`src/rtl/hazard_pkg.sv`:
```
// Shared definitions for the hazard/forwarding controller.
// Holds the forwarding-select encoding, the scoreboard entry layout,
// width helpers and the parameter legality check used at elaboration.
package hazard_pkg;

    // Forward select value meaning "use the register-file value".
    localparam int unsigned FWD_RF = 0;

    // Scoreboard entry bit layout, LSB first: {rd, ld, wr, v}.
    localparam int unsigned ENT_V  = 0;
    localparam int unsigned ENT_WR = 1;
    localparam int unsigned ENT_LD = 2;
    localparam int unsigned ENT_RD = 3;

    // Register index width; at least one bit so a one-register file still elaborates.
    function automatic int unsigned reg_w_of(input int unsigned nregs);
        return (nregs > 1) ? $clog2(nregs) : 1;
    endfunction

    // Forward select width: encodes 0 (register file) through nstages.
    function automatic int unsigned fwd_w_of(input int unsigned nstages);
        return (nstages >= 1) ? $clog2(nstages + 1) : 1;
    endfunction

    // Width of one flattened scoreboard entry.
    function automatic int unsigned ent_w_of(input int unsigned reg_w);
        return ENT_RD + reg_w;
    endfunction

    // True when the parameter set describes a buildable controller.
    function automatic bit params_ok(input int unsigned nread,
                                     input int unsigned nstages,
                                     input int unsigned load_lat,
                                     input int unsigned cnt_w);
        return (nread >= 1) && (nstages >= 1) && (load_lat >= 1) &&
               (load_lat <= nstages) && (cnt_w >= 1);
    endfunction

endpackage

```
`src/rtl/hazard_fwd_match.sv`:
```
// One decode read port compared against every scoreboard entry.
// Ports:
//   id_valid  - decode slot holds a real instruction
//   rd_en     - this port actually reads its source register
//   rs        - source register index for this port
//   ent       - all scoreboard entries, index 0 = EX (stage 1)
//   sel       - forward select: youngest matching stage, or FWD_RF
//   load_haz  - youngest match is a load whose data is not yet available
module hazard_fwd_match
    import hazard_pkg::*;
#(
    parameter int unsigned NSTAGES  = 3,
    parameter int unsigned REG_W    = 3,
    parameter int unsigned W_F      = 2,
    parameter int unsigned LOAD_LAT = 2,
    localparam int unsigned ENT_W   = ent_w_of(REG_W)
) (
    input  logic                           id_valid,
    input  logic                           rd_en,
    input  logic [REG_W-1:0]               rs,
    input  logic [NSTAGES-1:0][ENT_W-1:0]  ent,
    output logic [W_F-1:0]                 sel,
    output logic                           load_haz
);

    logic [NSTAGES-1:0] hit;
    logic [NSTAGES-1:0] early_load;

    // Per-stage match and "load data not ready yet" flags.
    for (genvar k = 0; k < NSTAGES; k++) begin : g_ent
        assign hit[k] = ent[k][ENT_V] & ent[k][ENT_WR] &
                        (ent[k][ENT_RD +: REG_W] == rs) & rd_en & id_valid;
        // Stage k+1 precedes the first stage that carries load data.
        assign early_load[k] = ent[k][ENT_LD] & ((k + 1) < LOAD_LAT);
    end

    // Priority encode from oldest to youngest so the youngest writer wins;
    // the hazard flag follows the same winning entry.
    always_comb begin
        sel      = W_F'(FWD_RF);
        load_haz = 1'b0;
        for (int k = NSTAGES - 1; k >= 0; k--) begin
            if (hit[k]) begin
                sel      = W_F'(k + 1);
                load_haz = early_load[k];
            end
        end
    end

endmodule

```
`src/rtl/hazard_track.sv`:
```
// Hazard and forwarding controller beside the decode stage.
// Keeps a shift-register scoreboard of in-flight register writes and
// derives load-use stalls, bubbles, forwarding selects and a global freeze.
// Ports:
//   clk, rst       - rising-edge clock, asynchronous active-low reset
//   id_valid       - decode slot holds a real instruction
//   id_rd_en       - per-port source-register-used flags
//   id_rs          - source indices, port p at [p*REG_W +: REG_W]
//   id_wr_en/id_wd - decode instruction writes register id_wd
//   id_is_load     - decode instruction is a load
//   flush          - kill the decode instruction (taken branch/jump)
//   mem_stall      - data memory busy, freeze the pipeline
//   stall_id       - hold PC and IF/ID (combinational)
//   bubble_ex      - load a NOP into ID/EX (combinational)
//   freeze         - hold every pipeline latch (combinational)
//   fwd_sel        - per-port forward select, port p at [p*W_F +: W_F] (combinational)
//   cnt_loaduse    - saturating count of load-use stall cycles
//   cnt_memstall   - saturating count of memory-freeze cycles
module hazard_track
    import hazard_pkg::*;
#(
    parameter int unsigned NREGS    = 8,
    parameter int unsigned NREAD    = 2,
    parameter int unsigned NSTAGES  = 3,
    parameter int unsigned LOAD_LAT = 2,
    parameter int unsigned CNT_W    = 16,
    localparam int unsigned REG_W   = reg_w_of(NREGS),
    localparam int unsigned W_F     = fwd_w_of(NSTAGES)
) (
    input  logic                   clk,
    input  logic                   rst,
    input  logic                   id_valid,
    input  logic [NREAD-1:0]       id_rd_en,
    input  logic [NREAD*REG_W-1:0] id_rs,
    input  logic                   id_wr_en,
    input  logic [REG_W-1:0]       id_wd,
    input  logic                   id_is_load,
    input  logic                   flush,
    input  logic                   mem_stall,
    output logic                   stall_id,
    output logic                   bubble_ex,
    output logic                   freeze,
    output logic [NREAD*W_F-1:0]   fwd_sel,
    output logic [CNT_W-1:0]       cnt_loaduse,
    output logic [CNT_W-1:0]       cnt_memstall
);

    localparam int unsigned ENT_W = ent_w_of(REG_W);

    // Reject illegal parameter sets at elaboration.
    if (!params_ok(NREAD, NSTAGES, LOAD_LAT, CNT_W)) begin : g_param_check
        $error("hazard_track: illegal parameters (need NREAD>=1, 1<=LOAD_LAT<=NSTAGES)");
    end

    logic [NSTAGES-1:0][ENT_W-1:0] ent_q;
    logic [ENT_W-1:0]              ent_in;
    logic [NREAD*W_F-1:0]          sel_raw;
    logic [NREAD-1:0]              port_haz;
    logic                          hazard;

    // One matcher per decode read port.
    for (genvar p = 0; p < NREAD; p++) begin : g_port
        hazard_fwd_match #(
            .NSTAGES  (NSTAGES),
            .REG_W    (REG_W),
            .W_F      (W_F),
            .LOAD_LAT (LOAD_LAT)
        ) u_match (
            .id_valid (id_valid),
            .rd_en    (id_rd_en[p]),
            .rs       (id_rs[p*REG_W +: REG_W]),
            .ent      (ent_q),
            .sel      (sel_raw[p*W_F +: W_F]),
            .load_haz (port_haz[p])
        );
    end

    assign hazard = |port_haz;

    // Control priority: mem_stall > flush > hazard; everything quiet in reset
    // except freeze, which always mirrors mem_stall.
    always_comb begin
        stall_id  = 1'b0;
        bubble_ex = 1'b0;
        fwd_sel   = '0;
        freeze    = mem_stall;
        if (rst) begin
            fwd_sel   = sel_raw;
            stall_id  = hazard & ~flush & ~mem_stall;
            bubble_ex = (hazard | flush) & ~mem_stall;
        end
    end

    // Entry entering stage 1: the decode instruction, or a bubble when it is
    // invalid, stalled or flushed.
    always_comb begin
        ent_in = '0;
        if (id_valid && !stall_id && !flush) begin
            ent_in[ENT_V]              = 1'b1;
            ent_in[ENT_WR]             = id_wr_en;
            ent_in[ENT_LD]             = id_is_load;
            ent_in[ENT_RD +: REG_W]    = id_wd;
        end
    end

    // Scoreboard shift register; holds completely while memory stalls.
    always_ff @(posedge clk or negedge rst) begin
        if (!rst) begin
            ent_q <= '0;
        end else if (!mem_stall) begin
            ent_q[0] <= ent_in;
            for (int k = 1; k < NSTAGES; k++) begin
                ent_q[k] <= ent_q[k-1];
            end
        end
    end

    // Saturating performance counters.
    always_ff @(posedge clk or negedge rst) begin
        if (!rst) begin
            cnt_loaduse  <= '0;
            cnt_memstall <= '0;
        end else begin
            if (stall_id && (cnt_loaduse != '1)) begin
                cnt_loaduse <= cnt_loaduse + CNT_W'(1);
            end
            if (mem_stall && (cnt_memstall != '1)) begin
                cnt_memstall <= cnt_memstall + CNT_W'(1);
            end
        end
    end

endmodule
```
`config.mk`:
```
export PLATFORM = sky130hd
export DESIGN_NAME = hazard_track
export DESIGN_NICKNAME = d
export VERILOG_FILES = /design/src/rtl/hazard_pkg.sv /design/src/rtl/hazard_fwd_match.sv /design/src/rtl/hazard_track.sv
export SDC_FILE = /design/constraint.sdc
export NUM_CORES = 1
export LEC_CHECK = 0
export CELL_PAD_IN_SITES_DETAIL_PLACEMENT = 0
export CELL_PAD_IN_SITES_GLOBAL_PLACEMENT = 1
export CORE_MARGIN = 2
export CORE_UTILIZATION = 40
export DETAILED_ROUTE_END_ITERATION = 7
export DONT_BUFFER_PORTS = 1
export PLACE_DENSITY_LB_ADDON = 0.15
export SETUP_SLACK_MARGIN = 0.4
export SYNTH_ARGS = -nofsm -noshare
export SYNTH_HDL_FRONTEND = slang
export SYNTH_SLANG_ARGS = --single-unit
```
`constraint.sdc`:
```
create_clock -name clk -period 4.3 [get_ports clk]
set_clock_uncertainty 0.05 [all_clocks]
set_input_delay 0.43 -clock clk [delete_from_list [all_inputs] [get_ports clk]]
set_output_delay 0.43 -clock clk [all_outputs]
set_load 0.05 [all_outputs]
```
==> run metrics, run 1 <==
gr ovfl total 0; Die Wd about 80 um; Final nets 250; Critical Path AT 2.41 ns; core area 5920 um2; Final TNS setup 0 ns; I/O Pins 57; synthesis-to-finish area growth 7.95%; Lkg Pwr 0.00118 uW; Worst R2R Path Depth 5; Synth area leader dfrtp_1; WL final 5220 um; CTS root buf clkbuf_8; synth unique cells 33; CTS H-tree depth 2; unrepaired setup endpoints after global routing no; clk slew on worst S/H paths 0.09 ns; Startpoint Class flip-flop; status complete, no violations; sequential-to-total area share from yosys stat around half; max-cap violations 0; first-pass GRT wire length 8220 um; CP max-delay cell a21oi_1; initial antenna violation count 0; # port buffers 0; register area 1200 um2; Critical Path End Type primary output; slowest stage delay, CP 0.92 ns; final hold viol count 0; row cnt 28; relative slew slack 24.5%; vias post-DR 1657; Synth top area share about half; hold worst-path end ent_q[1]$_DFFE_PN0N_; Post-Syn Area about 2500 um2; minimum clock period 2.89 ns; DIE AREA between 6000 and 7000 um2; CP required 3.82 ns; final core occ 44.8%; maximum clock path buffer count 2; HPWL Detailed 3710 um; hold crit path type in -> reg; EDFF count, synth 0; Synth area leaders dfrtp_1, xor2_1, xnor2_1; latest clock arrival within the worst-skew pair 0.30 ns; area of the multi-input gates 1200 um2; Initial Util around two fifths; power per standard cell area 398 nW/um2; vias in the first global route 1595; Syn Nets around 250; Fill cells 566; post-synthesis average cell area roughly 11 um2; Power Total 1050 uW; worst IR drop on VDD between 0.2 and 0.3 mV; Cells after Synth 227; gp weighted congestion 0.856; largest net degree at the start of global routing 49; kind of critical path reg -> out; Post-CTS Resized 0; ys flop type dfrtp_1; CTS Buf Count 5; CP max FO 4; RR Endpoint cnt_memstall[1]$_DFFE_PN0P_; share of layout cells above drive strength 1 10.8%; post-route cell area 2650 um2; reg2reg setup slack around 1.8 ns; post-route DRC violation count 0; Yosys warning total 0; Pre-antenna DRT Iters 4; cts hold-fix bufs 2; CP Buf/Inv Count 0; met3 Track Usage GR 6.41%; fin crit share 67.2%; grt peak-use layer met2; Post-DP Area 2520 um2; Via density 5.42; hold-critical path depth 1; Final Max Tran Viols 0; Initial DRC Count 43; dpl ws 1.73 ns; Fmax achieved 346 MHz; critical path's top delay family compound AO/OA/AOI/OAI gates; most common cell in the netlist dfrtp_1; antenna cells 0; critical path cell sequence xor2_1, or4_4, a21oi_1; Reg2Reg Launch Point cnt_memstall[10]$_DFFE_PN0P_; CTS sink cnt 48; CTS tree yes; post-CTS setup buffer count 0; Least-Margin Pin Slew 1.14 ns; setup ws final 1.41 ns; routed wire length per instance 17.0 um; chip height 82.3 um; Post-synth ARST share 100%; GRT Util Overall 16.3%; Yosys reg bits 48; Post-synth top cells dfrtp_1, nand2_1, xor2_1; final setup vio count 0; GR Util met1 22.7%; grt met2 use 23.2%; post-route ant nets 0; min-delay src mem_stall
-- sequential cells by signal, indices dropped and copies added (netlist names) --
name / count
ent_q: 16
cnt_memstall: 16
cnt_loaduse: 16
-- cells by family after synthesis --
group / count (synthesis) / synth area share [%]
fa+ha+maj: 2 / 1.02
mux: 13 / 5.96
xor+xnor: 45 / 16.1
compound gates: 16 / 5.05
flops: 48 / 48.9
simple gates: 91 / 20.7
buf+inv: 12 / 2.29
-- per-layer routing --
layer	share of wire, %	up-vias
met1	48	783
met3	7.2	6
met2	44	47
met4	1.2	0
li1	-	821
met5	0	-
-- cell type report --
| cell class | count | area share [%] |
|---|---|---|
| multi-input combinational | 167 | 45.4 |
| sequential | 48 | 45.3 |
| tap | 75 | 3.54 |
| clock buffer | 6 | 3.12 |
| timing repair buffer | 2 | 1.42 |
| inverter | 6 | 0.850 |
| clock inverter | 2 | 0.378 |
-- placed cells by master, fill, tap and decap left out, drive strengths merged --
master | synthesis | final
and3 | 6 | 6
clkinv | 0 | 2
nor4 | 8 | 8
a21boi | 1 | 1
dfrtp | 48 | 48
o211a | 1 | 1
nand2b | 3 | 3
clkbuf | 3 | 6
xor2 | 24 | 24
or4 | 3 | 3
buf | 3 | 1
a21oi | 6 | 6
ha | 2 | 2
nor2b | 1 | 1
inv | 6 | 6
dlygate4sd3 | 0 | 1
and4 | 6 | 6
xnor2 | 21 | 21
nand3b | 1 | 1
mux2 | 13 | 13
nor2 | 8 | 8
nand3 | 4 | 4
or3 | 1 | 1
a221oi | 1 | 1
nand2 | 25 | 25
o211ai | 1 | 1
nand4 | 20 | 20
o31ai | 5 | 5
o21ai | 1 | 1
nor3b | 2 | 2
nor3 | 3 | 3
-- stage by stage --
stage / hold slack (ns) / instances
2_1_floorplan: 0.0844 / 227
3_3_place_gp: 0.0857 / 296
3_5_place_dp: 0.0855 / 296
4_1_cts: 0.153 / 306
5_1_grt: 0.148 / 306
6_report: 0.166 / 306
-- where the power goes --
group | internal (uW) | switching [uW]
sequential | 492 | 172
clock | 129 | 153
combinational | 54.9 | 53.4
total | 675 | 378
-- how the worst max path moves through the flow --
stage                    startpoint         to  depth (start not counted)
2_1_floorplan              id_rs[0]  bubble_ex                          5
3_3_place_gp               id_rs[0]   stall_id                          3
3_5_place_dp   ent_q[3]$_DFFE_PN0N_  bubble_ex                          5
4_1_cts        ent_q[3]$_DFFE_PN0N_  bubble_ex                          5
5_1_grt        ent_q[3]$_DFFE_PN0N_  bubble_ex                          5
6_report       ent_q[3]$_DFFE_PN0N_   stall_id                          3
No activity file was read; power rests on OpenSTA's default activity.
==> inputs of run 2 (changes only) <==
- clock period: 4.3 -> 2.7 ns (I/O delays scaled with it)
==> run 2 against run 1 <==
Effect of this change:
- utilization up 5.0 points
- combinational power rose to 3.7 times the previous value
- wire length up 4.7%
- first-iteration DRC count grew 26%
- design area rose by 11%
- clock-buffer cell count is the same
- sequential power up 34%
- register-to-register slack worse by 1.4 ns
- flip-flop and latch count did not move
- critical path type unchanged
- highest routed layer unchanged
==> run metrics, run 2 (synthesis results as in run 1) <==
hold crit path type in -> reg; commonest non-fill, non-tap cell in the layout dfrtp_1; share of layout cells above drive strength 1 roughly a quarter; final hold viol count 0; Startpoint Class flip-flop; CP required between 2 and 2.5 ns; vias in the first global route 1785; first-pass GRT wire length 8770 um; synthesis-to-finish area growth 20.1%; I/O Pins 57; slowest stage delay, CP about 0.57 ns; critical path cell sequence xor2_1, or4_4, nand2_2, a21oi_2, nor3b_2, buf_6; CP Buf/Inv Count 1; hold_ws 0.0246 ns; top flop regs cnt_loaduse: 16 flops, cnt_memstall: 16 flops, ent_q: 16 flops; CTS sink cnt 48; Least-Margin Pin Slew 0.567 ns; power per standard cell area 578 nW/um2; antenna cells 0; unrepaired setup endpoints after global routing yes; CTS tree yes; max-cap violations 0; critical path's top delay family simple AND/OR/NAND/NOR gates; combinational share of power approximately a quarter; GRT Util Overall 17.3%; CTS H-tree depth 2; HPWL Detailed 3940 um; Sequential Power Share 52.4%; CTS root buf clkbuf_8; status complete, no violations; cell-internal power 1100 uW; leading cell types in the layout, fill and taps excluded dfrtp_1, buf_4, nand2_1; worst IR drop on VDD 0.557 mV; chip height 82.3 um; vias post-DR around 1800; largest net degree at the start of global routing 49; CP max-delay cell or4_4; latest clock arrival within the worst-skew pair 0.30 ns; WL final around 5500 um; Lkg Pwr 0.00136 uW; post-route DRC violation count 0; row cnt 28; routed wire length per instance between 15 and 20 um; minimum clock period 2.31 ns; # port buffers 0; Pre-antenna DRT Iters 5; initial antenna violation count 0; post-route ant nets 0; maximum clock path buffer count 2; final setup vio count 0; core area 5920 um2; Initial Util 41.5%; relative slew slack 62.2%; DIE AREA between 6000 and 7000 um2; CTS Buf Count 5; Die Wd between 80 and 90 um; Critical Path AT just under 2 ns; Final TNS setup 0 ns; gp weighted congestion 0.761; Critical Path End Type primary output; clk slew on worst S/H paths 0.08 ns; clock group share of total power 24.2%; Sw Share 35.5%; fin crit share 85.4%; Fmax achieved 434 MHz; kind of critical path reg -> out; gr ovfl total 0; Final nets 288; CP max FO 4; Initial DRC Count 54; Final Max Tran Viols 0; Via density around 5.3; switching power 606 uW
-- run 2: cell count changes in the layout (fill, tap and decap cells not counted), sizes merged --
| cell | previous run | this run |
|---|---|---|
| dlygate4sd3 | 1 | 2 |
| buf | 1 | 38 |
| clkinv | 2 | 1 |
-- run 2: layout make-up --
| type | count | area (um2) |
|---|---|---|
| multi-input cells | 167 | 1220 |
| repair buffers | 40 | 329 |
| clock inverters | 1 | 5.00 |
| inverters | 6 | 22.5 |
| flip-flops and latches | 48 | 1200 |
| well taps | 75 | 93.8 |
| fillers | 594 | 2970 |
| clock buffers | 6 | 72.6 |
-- run 2: timing repair --
| action | CTS | global route |
|---|---|---|
| setup endpoints to repair | 2 | 3 |
| resized for setup | 2 | 6 |
| pin swaps | 1 | 8 |
| hold buffers | 3 | 0 |
| hold endpoints to repair | 50 | 0 |
| setup buffers | 1 | 4 |
-- run 2: final timing paths --
check,endpoint,cells past startpoint,start,slack [ns]
setup / recovery,bubble_ex,6,ent_q[3]$_DFFE_PN0N_,0.39
hold / removal,ent_q[3]$_DFFE_PN0N_,1,mem_stall,0.02
setup reg to reg,cnt_loaduse[1]$_DFFE_PN0P_,6,ent_q[3]$_DFFE_PN0N_,0.41
hold reg to reg,cnt_loaduse[7]$_DFFE_PN0P_,1,cnt_loaduse[7]$_DFFE_PN0P_,0.48
max in group asynchronous,ent_q[9]$_DFFE_PN0N_,2,rst,1.93
min in group asynchronous,cnt_loaduse[4]$_DFFE_PN0P_,2,rst,0.42
-- run 2: metrics by stage --
stage / instances / setup WS [ns] / util (%) / instance area (um2) / power, uW
after floorplan: 227 / 0.427 / - / 2460 / 1190
after global placement: 328 / 0.531 / 46.6 / 2760 / 1280
after detailed placement: 328 / 0.495 / 46.6 / 2760 / 1280
after CTS: 339 / 0.338 / 48.9 / 2900 / 1720
after global routing: 343 / 0.294 / 49.8 / 2950 / 1800
final: 343 / 0.394 / 49.8 / 2950 / 1700
-- run 2: power by group through the flow --
stage | Combinational, uW | Clock [uW] | Sequential, uW
after detailed placement | 374 | 0 | 909
after CTS | 399 | 431 | 894
after global placement | 370 | 0 | 907
after floorplan | 141 | 0 | 1050
final | 398 | 413 | 893
after global routing | 436 | 457 | 905
-- run 2: per-layer routing --
metal  track usage (%)  up-vias  share of wire, %
met5                 0        -                 0
met4              6.17        0               1.9
met3              6.52       10               7.5
met2              27.0       45                47
met1              21.8      856                44
li1                  -      891                 -
